===== src/rtl/frame_timing_ctrl.sv =====
// frame_timing_ctrl
//   Raster timing generator for the capture pipeline. Column, row and
//   blanking counters walk each frame as ACTIVE pixels, optional HBLANK
//   gaps after every non-final line and an optional VBLANK tail. Geometry
//   is latched into shadow registers when a run starts. Frames repeat
//   back-to-back until a stop request, which takes effect after the
//   current frame.
//
// Ports
//   clock        system clock, rising edge
//   reset        asynchronous, active-high; forces IDLE and zeroes outputs
//   start        begin a run (sampled in IDLE only)
//   stop         end the run after the current frame (sampled every cycle)
//   cfg_width    active pixels per line   (0 illegal)
//   cfg_height   active lines per frame   (0 illegal)
//   cfg_hblank   blank cycles after each non-final line
//   cfg_vblank   blank cycles after the final line
//   busy         high in every state except IDLE
//   pixel_valid  high in ACTIVE
//   x, y         coordinates of the current pixel
//   line_start   first pixel of each line
//   frame_start  pixel (0,0) of each frame
//   frame_done   final cycle of each frame
//   state_dbg    current FSM state, for checkers
//
// Handshake: there is no backpressure. start is a request that is accepted
// on the rising edge where the block is IDLE and the geometry is legal; the
// first pixel follows one cycle later. stop is a sticky request latched on
// any busy cycle (or together with an accepted start).
module frame_timing_ctrl #(
  parameter int NBITS_X = 11,
  parameter int NBITS_Y = 10
) (
  input  logic               clock,
  input  logic               reset,
  input  logic               start,
  input  logic               stop,
  input  logic [NBITS_X-1:0] cfg_width,
  input  logic [NBITS_Y-1:0] cfg_height,
  input  logic [NBITS_X-1:0] cfg_hblank,
  input  logic [NBITS_Y-1:0] cfg_vblank,
  output logic               busy,
  output logic               pixel_valid,
  output logic [NBITS_X-1:0] x,
  output logic [NBITS_Y-1:0] y,
  output logic               line_start,
  output logic               frame_start,
  output logic               frame_done,
  output logic [1:0]         state_dbg
);

  localparam int BW = (NBITS_X > NBITS_Y) ? NBITS_X : NBITS_Y;
  localparam logic [NBITS_X-1:0] ONE_X = 1;
  localparam logic [NBITS_Y-1:0] ONE_Y = 1;
  localparam logic [BW-1:0]      ONE_B = 1;

  typedef enum logic [1:0] {
    S_IDLE   = 2'd0,
    S_ACTIVE = 2'd1,
    S_HBLANK = 2'd2,
    S_VBLANK = 2'd3
  } state_t;

  state_t             state_q;
  logic [NBITS_X-1:0] x_q;
  logic [NBITS_Y-1:0] y_q;
  logic [BW-1:0]      blank_q;
  logic [NBITS_X-1:0] w_q;
  logic [NBITS_X-1:0] hb_q;
  logic [NBITS_Y-1:0] ht_q;
  logic [NBITS_Y-1:0] vb_q;
  logic               stop_pending_q;

  logic end_of_line;
  logic last_line;
  logic frame_end;

  // Terminal compares use W-1 / Ht-1 so counters never need to reach W or Ht.
  assign end_of_line = (x_q == w_q - ONE_X);
  assign last_line   = (y_q == ht_q - ONE_Y);

  // Final cycle of a frame: last pixel when there is no VBLANK, otherwise
  // the last VBLANK cycle.
  assign frame_end = ((state_q == S_ACTIVE) && end_of_line && last_line &&
                      (vb_q == '0)) ||
                     ((state_q == S_VBLANK) && (blank_q == ONE_B));

  always_ff @(posedge clock or posedge reset) begin
    if (reset) begin
      state_q        <= S_IDLE;
      x_q            <= '0;
      y_q            <= '0;
      blank_q        <= '0;
      w_q            <= '0;
      hb_q           <= '0;
      ht_q           <= '0;
      vb_q           <= '0;
      stop_pending_q <= 1'b0;
    end else if (state_q == S_IDLE) begin
      if (start && (cfg_width != '0) && (cfg_height != '0)) begin
        w_q            <= cfg_width;
        ht_q           <= cfg_height;
        hb_q           <= cfg_hblank;
        vb_q           <= cfg_vblank;
        x_q            <= '0;
        y_q            <= '0;
        stop_pending_q <= stop;
        state_q        <= S_ACTIVE;
      end
    end else if (frame_end) begin
      // A stop seen on the final cycle itself still ends the run here.
      x_q            <= '0;
      y_q            <= '0;
      stop_pending_q <= 1'b0;
      state_q        <= (stop_pending_q || stop) ? S_IDLE : S_ACTIVE;
    end else begin
      if (stop) begin
        stop_pending_q <= 1'b1;
      end
      case (state_q)
        S_ACTIVE: begin
          if (end_of_line) begin
            x_q <= '0;
            if (last_line) begin
              // Only reached with V>0; V==0 is handled by frame_end.
              blank_q <= BW'(vb_q);
              state_q <= S_VBLANK;
            end else if (hb_q != '0) begin
              blank_q <= BW'(hb_q);
              state_q <= S_HBLANK;
            end else begin
              y_q <= y_q + ONE_Y;
            end
          end else begin
            x_q <= x_q + ONE_X;
          end
        end
        S_HBLANK: begin
          if (blank_q == ONE_B) begin
            y_q     <= y_q + ONE_Y;
            state_q <= S_ACTIVE;
          end else begin
            blank_q <= blank_q - ONE_B;
          end
        end
        S_VBLANK: begin
          blank_q <= blank_q - ONE_B;
        end
        default: begin
          state_q <= S_IDLE;
        end
      endcase
    end
  end

  // Outputs decode only from registers, so reset clears them immediately.
  // x_q is held at 0 outside ACTIVE and y_q at 0 in IDLE by the FSM.
  assign busy        = (state_q != S_IDLE);
  assign pixel_valid = (state_q == S_ACTIVE);
  assign x           = x_q;
  assign y           = y_q;
  assign line_start  = pixel_valid && (x_q == '0);
  assign frame_start = line_start && (y_q == '0);
  assign frame_done  = frame_end;
  assign state_dbg   = state_q;

endmodule


===== config.mk =====
export PLATFORM = sky130hd
export DESIGN_NAME = frame_timing_ctrl
export DESIGN_NICKNAME = d
export VERILOG_FILES = /design/src/rtl/frame_timing_ctrl.sv
export SDC_FILE = /design/constraint.sdc
export NUM_CORES = 1
export LEC_CHECK = 0
export ABC_CLOCK_PERIOD_IN_PS = 4050
export CAP_MARGIN = 40
export CORE_MARGIN = 2
export CORE_UTILIZATION = 30
export DETAILED_ROUTE_END_ITERATION = 6
export PLACE_DENSITY = 0.57
export SETUP_SLACK_MARGIN = 0.15
export SLEW_MARGIN = 20
export SYNTH_ARGS = -nofsm -noshare
export SYNTH_HDL_FRONTEND = slang
export SYNTH_SLANG_ARGS = --single-unit

===== constraint.sdc =====
create_clock -name clock -period 4.05 [get_ports clock]
set_input_delay 0.405 -clock clock [delete_from_list [all_inputs] [get_ports clock]]
set_output_delay 0.405 -clock clock [all_outputs]
set_load 0.02 [all_outputs]

======== Yosys cells after proc, flatten, opt, wreduce, memory -nomap -nowiden ========
Index checks and enable logic that the tools add are counted.
word-level totals
  flip-flop bits (word level) ............. 77
  word-level logic and storage cells ...... 91
operators by class
  $add $sub $neg .......................... 5
  equal/unequal tests ..................... 16
  muxes and demuxes ....................... 31
  bitwise gates (word level) .............. 2
  reduce and logical (&&, ||, !) cells .... 28
operators with widths
  kind                                                   number
  two-way mux 11 bit                                     9
  two-way mux 10 bit                                     7
  case mux 11 bit (3 select lines)                       1
  nonzero test 11 bit                                    2
  subtractor 11 x 1 -> 11 bit, second input constant     2
  zero test 10 bit                                       2
  case mux 10 bit (2 select lines)                       1
  two-way mux 2 bit                                      7
  AND reduction 6 bit                                    2
  adder 11 x 1 -> 11 bit, second input constant          1
  equality test 11 x 1 -> 1 bit, second input constant   1
  equality test 11 bit                                   1
  zero test 11 bit                                       1
  adder 10 x 1 -> 10 bit, second input constant          1
  equality test 10 bit                                   1
  nonzero test 10 bit                                    1
  subtractor 10 x 1 -> 10 bit, second input constant     1
  nonzero test 3 bit                                     3
  logical AND 1 bit                                      8
  inequality test 4 bit, second input constant           2
  case mux 2 bit (3 select lines)                        1
  AND reduction 2 bit                                    3
  two-way mux 1 bit                                      5
  inequality test 5 x 1 -> 1 bit, second input constant  1
  14 further kinds                                       18

======== Logic depth before layout (Yosys ltp) ========
  depth after elaboration ................. 8
  depth in mapped cells ................... 14
  gate-level depth less buffers ........... 11

======== Worst setup path before layout ========
OpenSTA, ideal clock, no wires.
  kind .................................... register -> output
  from .................................... register state_q[1], in the netlist state_dbg[1]
  to ...................................... output frame_start
  arrival time ............................ 2.407 ns
  required time ........................... 3.645 ns
  slack ................................... 1.238 ns
  cell stages (with the launch flop) ...... 7
  buffers on the path ..................... 0
  path through ............................ dfrtp_1 > inv_1 > ha_1 > nor4b_1 > nand2_1 > nor4_1 > and4_1
on the way
  cells in the longest elaborated chain, start to end .. 3
ends and longest elaborated chain
  what                          RTL line  source
  start, declared               64        state_t state_q;
  start signal, assigned        115       state_q <= (stop_pending_q || stop) ? S_IDLE : S_ACTIVE;
  equality test 2 x 1 -> 1 bit  159       assign pixel_valid = (state_q == S_ACTIVE);
  named net pixel_valid         43        output logic pixel_valid,
  logical AND 1 bit             162       assign line_start = pixel_valid && (x_q == '0);
  named net line_start          46        output logic line_start,
  logical AND 1 bit             163       assign frame_start = line_start && (y_q == '0);
  end, declared                 47        output logic frame_start,
The timed path passes the listed nets, and every way through them passes these cells.

======== Worst setup path after layout ========
  from .................................... register y_q[5], in the netlist y[5]
  to ...................................... output frame_done
on the way
  cells in the longest elaborated chain, start to end .. 4
ends and longest elaborated chain
  what                             RTL line  source
  start, declared                  66        logic [NBITS_Y-1:0] y_q;
  start signal, assigned           132       y_q <= y_q + ONE_Y;
  start signal, assigned           140       y_q <= y_q + ONE_Y;
  equality test 10 bit             80        assign last_line = (y_q == ht_q - ONE_Y);
  logical AND 1 bit (2 in series)  84        assign frame_end = ((state_q == S_ACTIVE) && end_of_line && last_line &&
  logical OR 1 bit                 85        (vb_q == '0)) ||
  end, declared                    48        output logic frame_done,
No other way between the ends.

==> impl_results.md <==
- Setup TNS: 0 ps
- Count of final hold-check violations: 0
- Synth Flop Type: dfrtp_1
- DR pass1 iterations: 4
- Core footprint: 15900 sq um
- DRT antenna net count: 0
- Reg-to-reg endpoint: blank_q[7]$_DFFE_PP0P_
- Flops & latches, synth: 77
- Vias per cell: 5.07
- Post-Route Utilization: 38.6%
- Worst path slowest cell: clkdlybuf4s50_1
- WP data arrival: 3280 ps
- Worst-Skew Late Latency: 350 ps
- Die Area: 17400 sq um
- Synthesized Nets: 627
- DR vias: 4331
- FF-to-FF Start: w_q[0]$_DFFE_PP0P_
- Netlist cell types: 71
- Area Growth Syn to Fin: 25.6%
- Synth async-reset ratio: 100%
- DPL Wire Length: 9780 microns
- Number of synthesized flops with an enable pin: 0
- Setup-failing EPs final: 0
- DR DRC count: 0
- WP data required: 3640 ps
- Root Buffer: clkbuf_16
- Post-Syn Instances: 567
- CP max FO: 9
- Vias in the first global route: 4298
- Post-Syn Area: 4900 sq um
- Chip height: 132 microns
- Max-slew headroom: 45.5%
- Hold Path Class: in2async
- Max incr delay on CP: 620 ps
- Starting density of the core: 30.7%
- Status: complete, no violations
- Gr ovfl total: 0
- Number of fill cells: 1602
- Crit share post-route: 91.0%
- Max VDD drop: 0.000188 V
- Worst-margin pin slew: 814 ps
- Clock sink count: 77
- R2R Setup Slk: 850 ps
- Syn_area_per_cell: 8.64 sq um
- Maxcap violations: 0
- Hold-fix buffers at CTS: 0
- Initial antenna violation count: 0
- FMAX: 0.271 GHz
- DRT Wirelength: 13000 microns
- Ys Warns: 0
- Num CTS Buffers: 9
- Ant diodes: 0
- Cell area power density: 277 nW/um^2
- Max-slew violation count: 0
- Worst Setup Start Kind: register
- Placer congestion estimate: 0.802
- Seq/Total Area, Yosys: 39.3%
- PortBufs: 73
- CTS clk-pin slew, worst paths: 60 ps
- Fin crit period: 3680 ps
- RSZ-0062 raised after global routing: no
- Leakage power: 2.77 nW
- Cells along the critical path: or3b_2, or4_1, nand4_1, o211a_4, and2_1, nand3_4, nand2_1, clkdlybuf4s50_1
- Rows: 46
- CTS tree: built
- Fin worst setup slack: 366 ps
- Initial DRC Count: 332
- Pin count of the biggest net entering global routing: 35
- Setup Skew: 9.33 ps
- Hold slack: 354 ps
- Ports: 74
- Layout net count: 693
- Overall Global Routing Usage: 15.6%
- Dpl ws: 527 ps
- Type of destination of the critical path: output port
- Die Wd: 132 microns
- Routed length per placed instance: 15.2 microns
- H-tree level count: 3
- Fraction of layout cells with a size suffix above 1: 9.09%
- First-pass GRT wire length: 22000 microns
- WS Path Type: reg2out
- R2R depth: 13
- Clock Path Buffers: 2
-- synth_stat cells (all sizes together) (2+ instances only) --
master	n	area, sq um
nand2	138	521
dfrtp	77	1930
o21ai	39	195
nor2	29	114
xnor2	28	245
a21oi	22	148
inv	18	67.6
clkbuf	17	63.8
nor3	17	90.1
nand3	16	92.6
nand4	16	100
nor4	15	124
ha	14	175
a31oi	13	81.3
buf	11	73.8
mux2	10	113
xor2	7	68.8
a22o	6	52.6
and3	5	31.3
mux2i	5	50.1
nor4b	5	58.8
nand2b	4	25.0
nand3b	4	42.5
o31ai	4	30.0
a32o	3	30.0
nor2b	3	18.8
nor3b	3	22.5
o211ai	3	22.5
or2	3	18.8
or3	3	18.8
or4	3	22.5
a2bb2oi	2	23.8
and2	2	12.5
and4	2	17.5
nor4bb	2	20.0
o211a	2	27.5
-- registers in the layout, summed over array words and instances (netlist names) --
signal and cells:
state_dbg 2, vb_q 10, blank_q 11, x 11, y 10, hb_q 11
ht_q 10, w_q 11, stop_pending_q 1
-- worst max-delay path, delay by kind of cell, from the launching register on --
kind / cells / cell delay [ps]
AOI/OAI and AO/OA: 1 / 200
buffers and inverters: 1 / 620
DFF: 1 / 520
and+or+nand+nor: 6 / 1610
-- final cells by class --
class,instances,area [sq um],area share (%)
clock buffer,13,270,4.39
timing repair buffer,83,806,13.1
inverter,18,67.6,1.10
clock inverter,3,42.5,0.691
tap,216,270,4.39
multi-input combinational,444,2770,45.0
sequential,77,1930,31.3
-- placed cells by master, fill, tap and decap left out, types with 3 or more instances in the layout --
cell / synthesis / routed
a21oi_4: 3 / 3
or4_1: 3 / 3
nor2_1: 27 / 27
or3_1: 3 / 3
clkbuf_16: 0 / 9
o31ai_1: 4 / 4
nor3_1: 16 / 16
o21ai_0: 35 / 35
a22o_1: 6 / 6
clkdlybuf4s50_1: 0 / 73
nand2_1: 137 / 137
nor4_1: 13 / 13
nor4b_1: 4 / 4
o211ai_1: 3 / 3
mux2i_1: 5 / 5
nand2b_1: 4 / 4
nand3b_1: 3 / 3
inv_1: 17 / 16
a31oi_1: 13 / 13
a32o_1: 3 / 3
a21oi_1: 18 / 18
xnor2_1: 28 / 28
nor3b_1: 3 / 3
clkbuf_8: 0 / 3
buf_4: 1 / 10
ha_1: 14 / 14
nand3_1: 15 / 15
nand4_1: 16 / 16
nor2b_1: 3 / 3
dfrtp_1: 77 / 77
and3_1: 5 / 5
o21ai_1: 4 / 4
mux2_2: 9 / 9
xor2_1: 6 / 6
-- stage by stage --
stage	instances	area [sq um]	power, mW
3_5_place_dp	835	5820	0.869
6_report	854	6150	1.71
4_1_cts	851	6130	1.72
3_3_place_gp	835	5820	0.868
2_1_floorplan	567	4900	0.808
5_1_grt	854	6150	1.77
-- how the worst max path moves through the flow --
stage | slack (ps) | to | cells after the start | start
final | 370 | frame_done | 8 | y[5]$_DFFE_PP0P_
after global routing | 200 | frame_done | 10 | w_q[0]$_DFFE_PP0P_
after CTS | 300 | frame_done | 10 | w_q[0]$_DFFE_PP0P_
after detailed placement | 530 | frame_done | 10 | w_q[0]$_DFFE_PP0P_
after global placement | 610 | frame_done | 10 | w_q[0]$_DFFE_PP0P_
after floorplan | 1240 | frame_start | 6 | state_dbg[1]$_DFFE_PP0P_
-- power by group --
group / switching, mW / leakage (nW) / total [mW] / internal (mW)
logic: 0.0321 / 1.61 / 0.0786 / 0.0465
registers: 0.00310 / 1.00 / 0.774 / 0.771
clock network: 0.326 / 0.152 / 0.853 / 0.527
total: 0.361 / 2.77 / 1.71 / 1.34
-- timing repair --
item	4_1_cts	5_1_grt
setup endpoints to repair	1	1
resized for setup	1	0
buffers inserted	0	3
gates cloned	0	0
-- layer usage --
metal	part of all wire, %	GRT usage (%)
met1	47	20.5
met2	46	25.5
met3	4.9	3.04
met4	2.0	6.10
met5	0	0
-- cells by family (layout without fill, tap and decap cells) --
kind of cell | count (synthesis) | count (layout) | share of synthesized area, %
AO/OA/AOI/OAI | 108 | 108 | 15.3
XOR/XNOR | 35 | 35 | 6.41
adder cells (fa/ha/maj) | 14 | 14 | 3.57
buffers and inverters | 46 | 117 | 4.19
flip-flops | 77 | 77 | 39.3
multiplexers | 15 | 15 | 3.32
AND/OR/NAND/NOR | 272 | 272 | 27.9
(Power assumes the default switching activity.)
